**src/rtl/decode_pkg.sv**
```systemverilog
// Shared constants for the decode stage: instruction field positions, default opcode
// masks and a few named opcodes.
package decode_pkg;

   localparam int unsigned RD_LSB = 7;
   localparam int unsigned RA_LSB = 15;
   localparam int unsigned RB_LSB = 20;

   localparam logic [15:0] DEF_WB_MASK = 16'hFFF0;
   localparam logic [15:0] DEF_RB_MASK = 16'h00F0;

   localparam logic [3:0] OP_BRANCH = 4'h0;
   localparam logic [3:0] OP_STORE  = 4'h1;
   localparam logic [3:0] OP_JUMP   = 4'h2;
   localparam logic [3:0] OP_SYS    = 4'h3;
   localparam logic [3:0] OP_ALU_RR = 4'h4;
   localparam logic [3:0] OP_ALU_RI = 4'h8;

endpackage

```
**src/rtl/reg_scoreboard.sv**
```systemverilog
// Busy bit per architectural register. Bits are set by issuing writers and cleared by
// writeback; the read ports see a same-cycle writeback as already retired.
module reg_scoreboard #(
   parameter int unsigned REG_W = 5
) (
   input  logic             clk,
   input  logic             rst_n,
   input  logic             set_en,
   input  logic [REG_W-1:0] set_reg,
   input  logic             clr_en,
   input  logic [REG_W-1:0] clr_reg,
   input  logic [REG_W-1:0] rd_a,
   input  logic [REG_W-1:0] rd_b,
   output logic             busy_a,
   output logic             busy_b
);

   localparam int unsigned NUM_REGS = 2 ** REG_W;

   logic [NUM_REGS-1:0] busy_q, busy_d;

   // Set is applied after clear so a new writer wins over a retiring one.
   always_comb begin
      busy_d = busy_q;
      if (clr_en) busy_d[clr_reg] = 1'b0;
      if (set_en) busy_d[set_reg] = 1'b1;
      busy_d[0] = 1'b0;
   end

   always_ff @(posedge clk or negedge rst_n) begin
      if (!rst_n) busy_q <= '0;
      else        busy_q <= busy_d;
   end

   assign busy_a = busy_q[rd_a] && !(clr_en && (clr_reg == rd_a));
   assign busy_b = busy_q[rd_b] && !(clr_en && (clr_reg == rd_b));

endmodule

```
**src/rtl/decode_stage.sv**
```systemverilog
// Registered instruction decode with a RAW-hazard scoreboard, valid/ready handshakes on
// both sides and a branch flush.
module decode_stage
   import decode_pkg::*;
#(
   parameter int unsigned XLEN  = 32,
   parameter int unsigned OPC_W = 4,
   parameter int unsigned REG_W = 5,
   parameter int unsigned OFF_W = 13,
   parameter logic [2**OPC_W-1:0] WB_MASK = DEF_WB_MASK,
   parameter logic [2**OPC_W-1:0] RB_MASK = DEF_RB_MASK
) (
   input  logic             clk,
   input  logic             rst_n,
   input  logic             flush,
   input  logic             in_valid,
   output logic             in_ready,
   input  logic [XLEN-1:0]  instruction,
   input  logic [XLEN-1:0]  in_pc,
   output logic             out_valid,
   input  logic             out_ready,
   output logic [OPC_W-1:0] opcode,
   output logic [REG_W-1:0] reg_d,
   output logic [REG_W-1:0] reg_a,
   output logic [REG_W-1:0] reg_b,
   output logic [XLEN-1:0]  offset,
   output logic             writes_rd,
   output logic [XLEN-1:0]  out_pc,
   input  logic             wb_valid,
   input  logic [REG_W-1:0] wb_reg,
   output logic [31:0]      stall_count
);

   logic             held_valid_q, held_valid_d;
   logic [OPC_W-1:0] opcode_q;
   logic [REG_W-1:0] rd_q, ra_q, rb_q;
   logic [OFF_W-1:0] off_q;
   logic [XLEN-1:0]  pc_q;
   logic [31:0]      stall_q, stall_d;
   logic             busy_a, busy_b, hazard, issue, accept;
   logic             unused_instr;

   assign unused_instr = ^instruction;

   assign opcode    = opcode_q;
   assign reg_d     = rd_q;
   assign reg_a     = ra_q;
   assign reg_b     = rb_q;
   assign offset    = {{(XLEN - OFF_W){off_q[OFF_W-1]}}, off_q};
   assign out_pc    = pc_q;
   assign writes_rd = WB_MASK[opcode_q] && (rd_q != '0);

   assign hazard      = busy_a || (RB_MASK[opcode_q] && busy_b);
   assign out_valid   = held_valid_q && !hazard;
   assign issue       = out_valid && out_ready;
   assign in_ready    = !flush && (!held_valid_q || issue);
   assign accept      = in_valid && in_ready;
   assign stall_count = stall_q;

   // Flush empties the slot but a coincident issue still reaches the scoreboard.
   always_comb begin
      held_valid_d = held_valid_q;
      if (flush)       held_valid_d = 1'b0;
      else if (accept) held_valid_d = 1'b1;
      else if (issue)  held_valid_d = 1'b0;

      stall_d = stall_q;
      if (held_valid_q && hazard && (stall_q != 32'hFFFF_FFFF)) stall_d = stall_q + 32'd1;
   end

   always_ff @(posedge clk or negedge rst_n) begin
      if (!rst_n) begin
         held_valid_q <= 1'b0;
         opcode_q     <= '0;
         rd_q         <= '0;
         ra_q         <= '0;
         rb_q         <= '0;
         off_q        <= '0;
         pc_q         <= '0;
         stall_q      <= '0;
      end else begin
         held_valid_q <= held_valid_d;
         stall_q      <= stall_d;
         if (accept) begin
            opcode_q <= instruction[OPC_W-1:0];
            rd_q     <= instruction[RD_LSB +: REG_W];
            ra_q     <= instruction[RA_LSB +: REG_W];
            rb_q     <= instruction[RB_LSB +: REG_W];
            off_q    <= instruction[XLEN-1 -: OFF_W];
            pc_q     <= in_pc;
         end
      end
   end

   reg_scoreboard #(
      .REG_W(REG_W)
   ) u_scoreboard (
      .clk    (clk),
      .rst_n  (rst_n),
      .set_en (issue && writes_rd),
      .set_reg(rd_q),
      .clr_en (wb_valid),
      .clr_reg(wb_reg),
      .rd_a   (ra_q),
      .rd_b   (rb_q),
      .busy_a (busy_a),
      .busy_b (busy_b)
   );

endmodule

```
**config.mk**
```make
export PLATFORM = sky130hd
export DESIGN_NAME = decode_stage
export DESIGN_NICKNAME = d
export VERILOG_FILES = /design/src/rtl/decode_pkg.sv /design/src/rtl/reg_scoreboard.sv /design/src/rtl/decode_stage.sv
export SDC_FILE = /design/constraint.sdc
export NUM_CORES = 1
export LEC_CHECK = 0
export CORE_ASPECT_RATIO = 0.6
export CORE_MARGIN = 10
export CORE_UTILIZATION = 52
export CTS_BUF_LIST = sky130_fd_sc_hd__clkbuf_4 sky130_fd_sc_hd__clkbuf_8
export CTS_CLUSTER_DIAMETER = 60
export DETAILED_ROUTE_END_ITERATION = 12
export GPL_ROUTABILITY_DRIVEN = 0
export GPL_TIMING_DRIVEN = 1
export PLACE_DENSITY = 0.86
export SETUP_SLACK_MARGIN = 0.5
export SYNTH_ARGS = -nofsm -noshare
export SYNTH_HDL_FRONTEND = slang
export SYNTH_HIERARCHICAL = 1
export SYNTH_SLANG_ARGS = --single-unit
```
**constraint.sdc**
```tcl
create_clock -name clk -period 5.29 [get_ports clk]
set_input_delay 0.529 -clock clk [delete_from_list [all_inputs] [get_ports clk]]
set_output_delay 0.529 -clock clk [all_outputs]
set_load 0.01 [all_outputs]
```
# After elaboration in Yosys (flattened, before gate mapping)
# Memory sizes are Yosys's and may differ from the RTL's.
# Cells that the tools add are included.
totals:
  regBits: 128
  rom_bits: 32
  inputBits: 75
  output_inout_bits: 118
  memories: 2
op_classes:
  addsub: 1
  n_lt_le_gt_ge: 7
  n_eq_ne: 3
  muxes: 15
  bitwise: 3
  reduce_logical: 24
memory_table:
  columns: ["memory", "depth", "width", "rd", "rd_clocked_by_memory_dff", "wr", "line", "source"]
  rows:
  - ["(no name shown)", 16, 1, 1, 0, 0, "decode_stage.sv:53", "assign hazard = busy_a || (RB_MASK[opcode_q] && busy_b);"]
  - ["(no name shown)", 16, 1, 1, 0, 0, "decode_stage.sv:51", "assign writes_rd = WB_MASK[opcode_q] && (rd_q != '0);"]
ops:
  columns: ["op", "n"]
  rows:
  - ["$mux W32", 2]
  - ["$add A32 B1 Y32 const B", 1]
  - ["$and A32 B32 Y32", 1]
  - ["$ne A32 B32 Y1 const B", 1]
  - ["$not A32 Y32", 1]
  - ["$or A32 B32 Y32", 1]
  - ["$lt A5 B6 Y1 const B", 4]
  - ["$logic_and A1 B1 Y1", 15]
  - ["$bmux W1 S5", 2]
  - ["$demux W1 S5", 2]
  - ["$eq A5 B5 Y1", 2]
  - ["$ge A5 B1 Y1 const B", 2]
  - ["$mux W1", 9]
  - ["$logic_not A1 Y1", 5]
  - ["$lt A4 B5 Y1 const B", 1]
  - ["$reduce_bool A5 Y1", 1]
  - ["$reduce_bool A3 Y1", 1]
  - ["$logic_or A1 B1 Y1", 2]

# Depth between registers and ports, before layout
logic_depth:
  depth_word: 14
  depth_mapped: 12

# Hierarchy
# The synthesis kept the hierarchy.
modules_own_cells:
  columns: ["module", "instances", "cells_per_inst", "area_per_inst_um2", "seq_area_each_um2"]
  rows:
  - ["decode_stage", 1, 308, 4002.6, 2277.2]
  - ["reg_scoreboard", 1, 192, 2014.4, 775.7]

# Worst setup path before layout
# OpenSTA, ideal clock, no wires.
synth_timing:
  kind: "flip-flop to flip-flop"
  from: "register rb_q[0], in the netlist reg_b[0]"
  to: "register pc_q[10], in the netlist out_pc[10]"
  setup_time_ns: 0.125
  arrival_ns: 2.827
  t_required_ns: 5.165
  slack_ns: 2.338
  stages_incl_launch_ff: 13
  period_less_slack_ns: 2.952
  path_cell_list: "dfrtp_1 -> buf_6 -> mux4_2 -> or3b_1 -> o2111ai_1 -> o32ai_1 -> nand3b_1 -> a31oi_1 -> nor2_1 -> nand2_1 -> buf_2 -> buf_2 -> mux2_2"
synth_between:
  elab_chain_cells: 12
  word_cells_on_any_way: 14
  classes_between: "eq/ne: 1; mux: 2; reduce/logical: 11"
synth_rtl:
  columns: ["element", "line", "source"]
  rows:
  - ["from (decl)", "decode_stage.sv:36", "logic [REG_W-1:0] rd_q, ra_q, rb_q;"]
  - ["from (signal assigned)", "decode_stage.sv:88", "rb_q <= instruction[RB_LSB +: REG_W];"]
  - ["branches (longest 3 deep; another with $bmux W1 S5)", null, null]
  - ["$logic_and A1 B1 Y1 *", "reg_scoreboard.sv:36", "assign busy_b = busy_q[rd_b] && !(clr_en && (clr_reg == rd_b));"]
  - ["via busy_b", "decode_stage.sv:40", "logic busy_a, busy_b, hazard, issue, accept;"]
  - ["$logic_and A1 B1 Y1 *", "decode_stage.sv:53", null]
  - ["$logic_or A1 B1 Y1 *", "decode_stage.sv:53", null]
  - ["$logic_not A1 Y1 *", "decode_stage.sv:54", "assign out_valid = held_valid_q && !hazard;"]
  - ["$logic_and A1 B1 Y1 *", "decode_stage.sv:54", null]
  - ["$logic_and A1 B1 Y1 *", "decode_stage.sv:55", "assign issue = out_valid && out_ready;"]
  - ["$logic_or A1 B1 Y1 *", "decode_stage.sv:56", "assign in_ready = !flush && (!held_valid_q || issue);"]
  - ["$logic_and A1 B1 Y1 *", "decode_stage.sv:56", null]
  - ["via in_ready", "decode_stage.sv:17", "output logic in_ready,"]
  - ["$logic_and A1 B1 Y1 *", "decode_stage.sv:57", "assign accept = in_valid && in_ready;"]
  - ["to (signal assigned)", "decode_stage.sv:90", "pc_q <= in_pc;"]
  - ["to (decl)", "decode_stage.sv:38", "logic [XLEN-1:0] pc_q;"]
# Mark *: on every way through the listed nets, which the timed path passes. The select of a mux whose other input is x is not followed.
# A chain may end at the register's enable or synchronous reset.

# Final worst setup path
layout_timing:
  from: "register rb_q[0], in the netlist reg_b[0]"
  to: "output port in_ready"
layout_between:
  elab_chain_cells: 11
  word_cells_on_any_way: 13
  classes_between: "eq/ne: 1; mux: 2; reduce/logical: 10"
layout_rtl:
  columns: ["element", "line"]
  rows:
  - ["branches (longest 3 deep; another with $bmux W1 S5)", null]
  - ["$logic_and A1 B1 Y1 *", "reg_scoreboard.sv:36"]
  - ["via busy_b", "decode_stage.sv:40"]
  - ["$logic_and A1 B1 Y1 *", "decode_stage.sv:53"]
  - ["$logic_or A1 B1 Y1 *", "decode_stage.sv:53"]
  - ["$logic_not A1 Y1 *", "decode_stage.sv:54"]
  - ["$logic_and A1 B1 Y1 *", "decode_stage.sv:54"]
  - ["$logic_and A1 B1 Y1 *", "decode_stage.sv:55"]
  - ["$logic_or A1 B1 Y1 *", "decode_stage.sv:56"]
  - ["$logic_and A1 B1 Y1 *", "decode_stage.sv:56"]
  - ["to (decl)", "decode_stage.sv:17"]
# Marked as above.

==> results.sh <==
export IMPL_syn_inst=500
export IMPL_number_of_buffers_added_by_the_clock_tree_synthesis_step=17
export IMPL_ys_warnings_count=6
export IMPL_holdCritPathClass="in2async"
export IMPL_final_min_clock_period_ns=4.00
export IMPL_route_detailed_drc=0
export IMPL_min_period_over_period_pct=75.6
export IMPL_reg2reg_from="reg_b[0]$_DFFE_PN0P_"
export IMPL_synth_yosys_seq_area_share_pct=50.7
export IMPL_power_frac_seq_pct=40.2
export IMPL_grt_overflow=0
export IMPL_muxShareOfSynthArea_pct=17.4
export IMPL_grt_antenna_before_repair=0
export IMPL_power_ir_vdd_worst_uv=212
export IMPL_number_of_buffers_on_the_longest_clock_path=2
export IMPL_cts_htree_levels=4
export IMPL_critical_setup_path_class="reg2out"
export IMPL_netSwitchingPower_mw=0.963
export IMPL_critPathRequiredTime_ns=4.76
export IMPL_wl_um=16800
export IMPL_final_setup_tns_ns=0
export IMPL_syn_avg_cell_area_um2=12.0
export IMPL_critical_path_startpoint_type="flip-flop"
export IMPL_cell_area_after_synthesis_um2=6020
export IMPL_kind_of_end_point_of_the_critical_path="primary output"
export IMPL_grt_start_max_net_pins=66
export IMPL_drv_max_cap_violation_count=0
export IMPL_static_leakage_power_nw=3.38
export IMPL_p_int_mw=2.36
export IMPL_diodes_inserted=0
export IMPL_ant_nets=0
export IMPL_report_final_slew_viol_count=0
export IMPL_final_setup_skew_ns=0.0155
export IMPL_yosys_register_bits=122
export IMPL_post_route_cell_area_um2=8300
export IMPL_worstPathMaxFanout=14
export IMPL_drive_above_1_share_pct=16.7
export IMPL_power_share_switching_pct=29.0
export IMPL_synth_xor_area_share_pct=5.53
export IMPL_placed_cell_area_um2=7800
export IMPL_cts_tree="built"
export IMPL_crit_arrival_ns=3.47
export IMPL_post_cts_hold_buffer_count=0
export IMPL_largest_family_of_logic_cells_by_synthesized_area="multiplexers"
export IMPL_synth_async_sr_flop_share_pct=100
export IMPL_grt_setup_unrepaired="no"
export IMPL_layout_common_cells="185 x sky130_fd_sc_hd__clkdlybuf4s50_1, 122 x sky130_fd_sc_hd__dfrtp_1, 60 x sky130_fd_sc_hd__mux2_2"
export IMPL_layout_cells_most_common="sky130_fd_sc_hd__clkdlybuf4s50_1"
export IMPL_clk_insertion_delay_late_ns=0.42
export IMPL_cts_resized=0
export IMPL_setup_viol=0
export IMPL_worst_r2r_endpoint="out_pc[1]$_DFFE_PN0P_"
export IMPL_instances_no_fill=838
export IMPL_die_area_um2=16400
export IMPL_cts_sink_count=122
export IMPL_worstSetupEndpoint="in_ready"
export IMPL_vias=4682
export IMPL_postcts_setup_bufs=0
export IMPL_hpwlAfterDp_um=12500
export IMPL_fp_coreArea_um2=11300
export IMPL_tightestPinTransition_ns=0.795
export IMPL_hold_viol_final=0
export IMPL_synth_fp_nets=576
export IMPL_synth_compound_gate_area_share_pct=8.23
export IMPL_cellPowerDensity_nw_per_um2=400
export IMPL_synth_enable_flop_cells=0
export IMPL_reg2regPathDepth=10
export IMPL_slew_limit_headroom_pct=47.0
export IMPL_detail_route_iter0_violations=376
export IMPL_i_o_pin_total=193
export IMPL_nets=742
export IMPL_critical_path_startpoint="reg_b[0]$_DFFE_PN0P_"
export IMPL_clkTransAtPathRegs_ns=0.07
export IMPL_ys_types=53
export IMPL_numPortBuffers=186
export IMPL_grt_pass1_vias=4815
export IMPL_starting_utilization_of_the_core_area_pct=53.3
export IMPL_routed_wire_length_per_instance_um=20.1
export IMPL_placed_cells_incl_taps=807
export IMPL_max_freq_mhz=250
export IMPL_root_buffer="sky130_fd_sc_hd__clkbuf_8"
export IMPL_total_power_mw=3.32
export IMPL_fillers=775
export IMPL_floorplan_rows=30
export IMPL_clockPowerShare_pct=30.8
export IMPL_run_status="finished clean"
export IMPL_detail_route_first_pass_iterations=5
export IMPL_vias_per_cell=5.59
export IMPL_wire_length_of_the_first_global_routing_pass_um=26800
export IMPL_die_height_um=103
export IMPL_synth_simple_gate_area_share_pct=12.7
export IMPL_synth_flop_cell="sky130_fd_sc_hd__dfrtp_1"
export IMPL_total_routing_resource_utilization_after_global_routing_pct=20.4
export IMPL_synthAdderAreaFrac_pct=0.208
export IMPL_power_share_combinational_pct=29.1
export IMPL_fp_dieW_um=159
export IMPL_reg2reg_setup_slack_ns=1.32
export IMPL_area_growth_pct=37.9
## per-stage QoR
step           worst slack (ns)  util (%)  hold slack, ns
2_1_floorplan              2.34         -           0.233
3_3_place_gp               1.43      69.1           0.479
3_5_place_dp               1.37      69.1           0.492
4_1_cts                    1.35      73.4           0.171
5_1_grt                    1.21      73.4           0.190
6_report                   1.29      73.4           0.159
## cell type report
cell class / instances / area (um^2) / share of cell area (%)
clock buffer: 18 / 241 / 2.91
clock inverter: 13 / 249 / 3.00
inverter: 5 / 18.8 / 0.226
multi-input combinational: 331 / 2650 / 32.0
sequential: 122 / 3050 / 36.8
tap: 160 / 200 / 2.41
timing repair buffer: 189 / 1880 / 22.7
## critical path: stages (launching register included)
cell                              delay [ns]
sky130_fd_sc_hd__dfrtp_1                0.75
sky130_fd_sc_hd__mux4_1                 0.36
sky130_fd_sc_hd__nor2b_1                0.05
sky130_fd_sc_hd__o32a_1                 0.35
sky130_fd_sc_hd__o32ai_1                0.46
sky130_fd_sc_hd__nand3b_1               0.22
sky130_fd_sc_hd__a31oi_1                0.26
sky130_fd_sc_hd__nor2_1                 0.09
sky130_fd_sc_hd__clkdlybuf4s50_1        0.49
## worst min-delay path by stage
| stage | from | to | slack [ns] | cells past startpoint |
|---|---|---|---|---|
| floorplan | rst_n | held_valid_q$_DFFE_PN0P_ | 0.23 | 0 |
| global placement | u_scoreboard/busy_q[5]$_DFF_PN0_ | u_scoreboard/busy_q[5]$_DFF_PN0_ | 0.48 | 2 |
| detailed placement | out_pc[7]$_DFFE_PN0P_ | out_pc[7]$_DFFE_PN0P_ | 0.49 | 1 |
| CTS | rst_n | out_pc[1]$_DFFE_PN0P_ | 0.17 | 1 |
| global route | rst_n | out_pc[1]$_DFFE_PN0P_ | 0.19 | 1 |
| finish | rst_n | out_pc[1]$_DFFE_PN0P_ | 0.16 | 1 |
## layer usage
metal  global-route usage (%)  vias to the layer above  share of wire, %  wire length (um)
met1                     26.4                     2287                45              7490
met4                     7.37                        0               1.2               201
li1                         -                     2153                 -                 -
met5                        0                        -                 0                 0
met2                     31.3                      221                45              7500
met3                     7.31                       21               9.7              1630
## cells in the mapped netlist (all sizes together), types with 8 or more instances
master / number / share of area, %
and3: 8 / 0.85
buf: 35 / 4.5
dfrtp: 122 / 51
mux2: 66 / 12
mux4: 12 / 4.9
nand2: 22 / 1.4
nand3: 18 / 1.5
nand3b: 13 / 1.6
nand4: 12 / 1.5
nor2: 20 / 1.3
o21ai: 64 / 5.3
xnor2: 31 / 4.5
## power groups by stage
| stage | clock network (mW) | registers (mW) | logic [mW] |
|---|---|---|---|
| after floorplan | 0 | 1.32 | 0.507 |
| after global placement | 0 | 1.33 | 0.943 |
| after detailed placement | 0 | 1.35 | 0.969 |
| after CTS | 1.04 | 1.33 | 0.973 |
| after global routing | 1.09 | 1.36 | 1.03 |
| final | 1.02 | 1.33 | 0.965 |
## kinds of logic after synthesis
logic type	after synthesis
AO/OA/AOI/OAI	85
XOR/XNOR	38
adder cells (fa/ha/maj)	1
buffers and inverters	47
flip-flops	122
multiplexers	79
AND/OR/NAND/NOR	128
## state kept, by name, indices dropped and copies added (netlist names)
register,flops
out_pc,32
stall_count,32
off_q,9
reg_b,4
reg_d,5
u_scoreboard/busy_q,31
held_valid_q,1
reg_a,4
opcode,4
No activity file was read; power rests on OpenSTA's default activity.
